## src/rtl/pipe_ctrl_pkg.sv

```systemverilog
// Shared definitions for the pipeline control block.
//   ctrl_state_e : FSM encoding (RUN=0, MEM_WAIT=1, FAULT=2; 3 unused)
//   STALL_CNT_W  : width of the saturating stall-cycle counter
//   WAIT_CNT_W   : width of the memory-wait counter (covers MEM_TIMEOUT up to 255)
//   hold_t/flush_t : per-stage control bundles
package pipe_ctrl_pkg;

  typedef enum logic [1:0] {
    ST_RUN      = 2'd0,
    ST_MEM_WAIT = 2'd1,
    ST_FAULT    = 2'd2
  } ctrl_state_e;

  localparam int STALL_CNT_W = 16;
  localparam int WAIT_CNT_W  = 8;

  typedef struct packed {
    logic pc;
    logic if_id;
    logic id_ex;
    logic ex_mem;
  } hold_t;

  typedef struct packed {
    logic if_id;
    logic id_ex;
    logic ex_mem;
    logic mem_wb;
  } flush_t;

endpackage

```

## src/rtl/pipe_hazard_detect.sv

```systemverilog
// Load-use hazard detector (purely combinational).
//   rs1, rs2           : source registers of the instruction in ID
//   uses_rs1, uses_rs2 : the matching source is actually read
//   ex_rd              : destination of the instruction in EX
//   ex_mem_read        : instruction in EX is a load
//   load_use           : ID needs a value the EX load has not produced yet
module pipe_hazard_detect #(
  parameter int REG_ADDR_WIDTH = 4
) (
  input  logic [REG_ADDR_WIDTH-1:0] rs1,
  input  logic [REG_ADDR_WIDTH-1:0] rs2,
  input  logic                      uses_rs1,
  input  logic                      uses_rs2,
  input  logic [REG_ADDR_WIDTH-1:0] ex_rd,
  input  logic                      ex_mem_read,
  output logic                      load_use
);

  logic rs1_match;
  logic rs2_match;

  assign rs1_match = uses_rs1 && (rs1 == ex_rd);
  assign rs2_match = uses_rs2 && (rs2 == ex_rd);

  // Register 0 is hardwired, so a load into it never creates a dependency.
  assign load_use = ex_mem_read && (ex_rd != '0) && (rs1_match || rs2_match);

endmodule

```

## src/rtl/pipeline_control.sv

```systemverilog
// Pipeline hazard/stall controller.
//   clk, rst            : clock, asynchronous active-low reset
//   id_rs1/2, id_uses_* : ID-stage source operands
//   ex_rd, ex_mem_read  : EX-stage destination and load flag
//   ex_branch_taken     : taken branch/jump resolved in EX
//   mem_req, mem_ready  : MEM-stage access active / completes this cycle
//   err_clr             : leaves the FAULT state
//   *_hold / *_flush    : per-stage-register keep / bubble controls (combinational)
//   fault, state        : memory-timeout flag and current FSM state
//   stall_cycles        : saturating count of cycles with pc_hold=1
module pipeline_control
  import pipe_ctrl_pkg::*;
#(
  parameter int REG_ADDR_WIDTH = 4,
  parameter int MEM_TIMEOUT    = 15
) (
  input  logic                      clk,
  input  logic                      rst,
  input  logic [REG_ADDR_WIDTH-1:0] id_rs1,
  input  logic [REG_ADDR_WIDTH-1:0] id_rs2,
  input  logic                      id_uses_rs1,
  input  logic                      id_uses_rs2,
  input  logic [REG_ADDR_WIDTH-1:0] ex_rd,
  input  logic                      ex_mem_read,
  input  logic                      ex_branch_taken,
  input  logic                      mem_req,
  input  logic                      mem_ready,
  input  logic                      err_clr,
  output logic                      pc_hold,
  output logic                      if_id_hold,
  output logic                      id_ex_hold,
  output logic                      ex_mem_hold,
  output logic                      if_id_flush,
  output logic                      id_ex_flush,
  output logic                      ex_mem_flush,
  output logic                      mem_wb_flush,
  output logic                      fault,
  output logic [1:0]                state,
  output logic [STALL_CNT_W-1:0]    stall_cycles
);

  localparam logic [WAIT_CNT_W-1:0] TIMEOUT_CNT = WAIT_CNT_W'(MEM_TIMEOUT);
  localparam logic [WAIT_CNT_W-1:0] ONE_CNT     = WAIT_CNT_W'(1);

  ctrl_state_e           cur_state;
  ctrl_state_e           next_state;
  logic [WAIT_CNT_W-1:0] wait_cnt;
  logic [WAIT_CNT_W-1:0] next_wait;
  logic [WAIT_CNT_W-1:0] wait_inc;
  logic                  mem_stall;
  logic                  load_use;
  hold_t                 hold;
  flush_t                flush;

  assign mem_stall = mem_req && !mem_ready;
  assign wait_inc  = wait_cnt + ONE_CNT;

  pipe_hazard_detect #(
    .REG_ADDR_WIDTH (REG_ADDR_WIDTH)
  ) u_hazard (
    .rs1         (id_rs1),
    .rs2         (id_rs2),
    .uses_rs1    (id_uses_rs1),
    .uses_rs2    (id_uses_rs2),
    .ex_rd       (ex_rd),
    .ex_mem_read (ex_mem_read),
    .load_use    (load_use)
  );

  // NOTE: state registers use non-blocking assignments so every flop samples
  // the pre-edge values; blocking here would create order-dependent races.
  always_ff @(posedge clk or negedge rst) begin
    if (!rst) begin
      cur_state    <= ST_RUN;
      wait_cnt     <= '0;
      stall_cycles <= '0;
    end else begin
      cur_state <= next_state;
      wait_cnt  <= next_wait;
      if (hold.pc && (stall_cycles != '1)) begin
        stall_cycles <= stall_cycles + STALL_CNT_W'(1);
      end
    end
  end

  // NOTE: every signal driven here gets a default first, so no path through
  // the case/if chain can leave it unassigned and infer a latch.
  always_comb begin
    next_state = cur_state;
    next_wait  = wait_cnt;
    case (cur_state)
      ST_MEM_WAIT: begin
        if (!mem_stall) begin
          next_state = ST_RUN;
          next_wait  = '0;
        end else begin
          next_wait = wait_inc;
          if (wait_inc >= TIMEOUT_CNT) next_state = ST_FAULT;
        end
      end
      ST_FAULT: begin
        if (err_clr) begin
          next_state = ST_RUN;
          next_wait  = '0;
        end
      end
      default: begin
        // RUN, and the unused encoding which behaves as RUN.
        next_state = ST_RUN;
        next_wait  = '0;
        if (mem_stall) begin
          next_wait  = ONE_CNT;
          // A timeout of one cycle faults straight out of RUN.
          next_state = (ONE_CNT >= TIMEOUT_CNT) ? ST_FAULT : ST_MEM_WAIT;
        end
      end
    endcase
  end

  // Stage controls, highest priority first: fault, memory stall, taken
  // branch, load-use. Each branch drives hold and flush for a register
  // exclusively, so a register is never told to keep and bubble at once.
  always_comb begin
    hold  = '0;
    flush = '0;
    if (cur_state == ST_FAULT) begin
      hold = '1;
    end else if (mem_stall) begin
      hold         = '1;
      flush.mem_wb = 1'b1;
    end else if (ex_branch_taken) begin
      flush.if_id = 1'b1;
      flush.id_ex = 1'b1;
    end else if (load_use) begin
      hold.pc     = 1'b1;
      hold.if_id  = 1'b1;
      flush.id_ex = 1'b1;
    end
  end

  assign pc_hold      = hold.pc;
  assign if_id_hold   = hold.if_id;
  assign id_ex_hold   = hold.id_ex;
  assign ex_mem_hold  = hold.ex_mem;
  assign if_id_flush  = flush.if_id;
  assign id_ex_flush  = flush.id_ex;
  assign ex_mem_flush = flush.ex_mem;
  assign mem_wb_flush = flush.mem_wb;
  assign fault        = (cur_state == ST_FAULT);
  assign state        = cur_state;

endmodule
```

## config.mk

```make
export PLATFORM = sky130hd
export DESIGN_NAME = pipeline_control
export DESIGN_NICKNAME = d
export VERILOG_FILES = /design/src/rtl/pipe_ctrl_pkg.sv /design/src/rtl/pipe_hazard_detect.sv /design/src/rtl/pipeline_control.sv
export SDC_FILE = /design/constraint.sdc
export NUM_CORES = 1
export LEC_CHECK = 0
export ABC_AREA = 1
export CAP_MARGIN = 20
export CORE_MARGIN = 1
export CORE_UTILIZATION = 49
export CTS_BUF_LIST = sky130_fd_sc_hd__clkbuf_8 sky130_fd_sc_hd__clkbuf_16
export DETAILED_ROUTE_END_ITERATION = 8
export PLACE_DENSITY = 0.87
export SYNTH_ARGS = -nofsm -noshare
export SYNTH_HDL_FRONTEND = slang
export SYNTH_SLANG_ARGS = --single-unit
```

## constraint.sdc

```tcl
create_clock -name clk -period 1.99 [get_ports clk]
set_clock_uncertainty 0.05 [all_clocks]
set_input_delay 0.398 -clock clk [delete_from_list [all_inputs] [get_ports clk]]
set_output_delay 0.398 -clock clk [all_outputs]
set_load 0.01 [all_outputs]
```

==> flow_metrics.env <==
export IMPL_p_per_area_nw_per_um2=529
export IMPL_root_buffer="clkbuf_8"
export IMPL_critPathLaunchType="primary input"
export IMPL_p_int_mw=0.898
export IMPL_dieArea_um2=4060
export IMPL_multi_input_area_um2=1060
export IMPL_most_common_layout_cells="86 x nand2_1, 32 x inv_1, 26 x dfrtp_1, 23 x nand4_1, 23 x clkdlybuf4s50_1"
export IMPL_avgSynthCellArea_um2=6.99
export IMPL_slew_violations=0
export IMPL_register_area_um2=651
export IMPL_numCtsBuffers=3
export IMPL_grt_pass1_vias=1896
export IMPL_detailedPlace_worstSlack_ps=-714
export IMPL_critPathArrivalTime_ps=1470
export IMPL_grt_pass1_wl_um=7960
export IMPL_reg2reg_to="stall_cycles[10]$_DFFE_PN0P_"
export IMPL_finalCritPeriodShare=0.964
export IMPL_io_pins=48
export IMPL_route_detailed_drc=0
export IMPL_cts_sinks=26
export IMPL_whs_ps=453
export IMPL_final_util=0.673
export IMPL_syn_inst=267
export IMPL_rows=22
export IMPL_clk_pin_slew_ps=90
export IMPL_status="finished, final reports clean"
export IMPL_grtUsageMet1=0.276
export IMPL_hold_violations=0
export IMPL_worstSetupEndpointType="primary output"
export IMPL_start_util=0.510
export IMPL_grt_usage=0.241
export IMPL_drive_gt1_frac=0.134
export IMPL_crit_required_ps=1540
export IMPL_dieWidth_um=63.7
export IMPL_switchingPower_mw=0.407
export IMPL_r2r_start="stall_cycles[0]$_DFFE_PN0P_"
export IMPL_grt_overflow_total=0
export IMPL_met2_usage=0.461
export IMPL_power_switching_share=0.312
export IMPL_firstDrtPassIters=4
export IMPL_combPwrFrac=0.293
export IMPL_fmax_mhz=521
export IMPL_min_period_ps=1920
export IMPL_max_cap_viol_count=0
export IMPL_yosysSeqAreaShare=0.349
export IMPL_drt_iter0_drc=194
export IMPL_fp_coreArea_um2=3660
export IMPL_busiest_layer="met2"
export IMPL_ctsHoldBuffers=0
export IMPL_pwr_share_seq=0.480
export IMPL_area_growth_pct=32.0
export IMPL_num_vias=1931
export IMPL_hpwlAfterDp_um=3380
export IMPL_rrSetupSlack_ps=220
export IMPL_cp_max_fo=4
export IMPL_p_leak_nw=1.27
export IMPL_ir_drop_v=0.000241
export IMPL_postLayoutSetupSlackWorst_ps=71.6
export IMPL_cts_tree="yes"
export IMPL_grt_start_max_net_pins=27
export IMPL_syn_nets=293
export IMPL_gp_congestion=0.986
export IMPL_layout_commonest_cell="nand2_1"
export IMPL_n_fill_cell=328
export IMPL_synth_warnings=0
export IMPL_hold_class="primary input to async pin"
export IMPL_rr_worst_depth=9
export IMPL_crit_type="primary input to primary output"
export IMPL_grtUsageMet3=0.0344
export IMPL_wire_per_inst_um=12.2
export IMPL_ant_nets=0
export IMPL_port_buffers=46
export IMPL_die_h_um=63.7
export IMPL_clkPwrFrac=0.228
export IMPL_cts_htree_levels=1
export IMPL_ys_ff_latch=26
export IMPL_synth_cell_types=27
export IMPL_wl_um=4520
export IMPL_antenna_found_initial=0
export IMPL_nets=350
export IMPL_clock_latency_ps=270
export IMPL_final_setup_viol_count=0
export IMPL_syn_area_um2=1870
export IMPL_antenna_diode_count=0
export IMPL_viasPerCell=5.22
export IMPL_clock_path_buffers=2
metrics by stage:
step,power (mW),instance area (um2),std cells,TNS [ps]
floorplan,0.821,1870,267,0
global placement,1.01,2420,365,-7510
detailed placement,1.03,2420,365,-8180
CTS,1.31,2440,369,0
global route,1.39,2460,370,-26.9
finish,1.30,2460,370,0
cell type report:
cell class	instances	share of cell area
clock buffers	3	0.0168
well taps	48	0.0244
flip-flops and latches	26	0.264
inverters	35	0.0533
multi-input cells	198	0.428
repair buffers	60	0.213
state kept, by name (all words and copies together) (netlist names):
register	flops
state	2
wait_cnt	8
stall_cycles	16
worst max path at each step:
stage | slack (ps) | from | end | cells after the start
3_5_place_dp | -710 | ex_rd[1] | if_id_hold | 10
2_1_floorplan | 20 | state[0]$_DFFE_PN0P_ | id_ex_flush | 7
5_1_grt | -10 | ex_rd[0] | pc_hold | 10
4_1_cts | 4 | mem_ready | id_ex_flush | 7
6_report | 70 | mem_ready | id_ex_flush | 7
3_3_place_gp | -620 | ex_rd[1] | if_id_hold | 10
cell usage after synthesis, drive strengths merged:
master | number | area share
a21boi | 1 | 0.0040
buf | 8 | 0.032
clkbuf | 1 | 0.0020
conb | 1 | 0.0020
dfrtp | 26 | 0.35
ha | 5 | 0.034
inv | 35 | 0.070
nand2 | 91 | 0.19
nand3 | 21 | 0.063
nand4 | 23 | 0.077
nor2 | 22 | 0.050
nor3 | 6 | 0.025
o211ai | 1 | 0.0040
o21ai | 7 | 0.019
o22ai | 5 | 0.017
or2 | 1 | 0.0034
xnor2 | 6 | 0.028
xor2 | 7 | 0.033
critical path, stage by stage:
cell             delay (ps)
clkdlybuf4s50_1         460
or2_4                   110
inv_2                    40
nor2_4                  150
inv_2                    60
o21ai_1                 110
buf_2                   140
timing repair:
item	CTS	global route
pin swaps	9	11
setup buffers	1	0
gates cloned	0	1
endpoints found under the setup margin	8	22
gates resized for setup	47	11
endpoints found under the hold margin	0	0
cells by family after synthesis:
group | share of synthesized area
DFF | 0.349
adders and majority gates | 0.0335
buffers and inverters | 0.104
xor gates and xnor gates | 0.0610
and+or+nand+nor | 0.408
other | 0.00201
AOI/OAI and AO/OA | 0.0436
power by group through the flow:
stage	clock [mW]	combinational, mW	sequential, mW
2_1_floorplan	0	0.173	0.647
3_3_place_gp	0	0.377	0.634
3_5_place_dp	0	0.390	0.636
4_1_cts	0.304	0.377	0.627
5_1_grt	0.325	0.428	0.634
6_report	0.297	0.382	0.626
layer usage:
metal	vias up	wire, um
met5	-	0
met4	0	65
met3	8	181
met2	55	2440
met1	898	1840
li1	970	-
(Power assumes the default switching activity.)
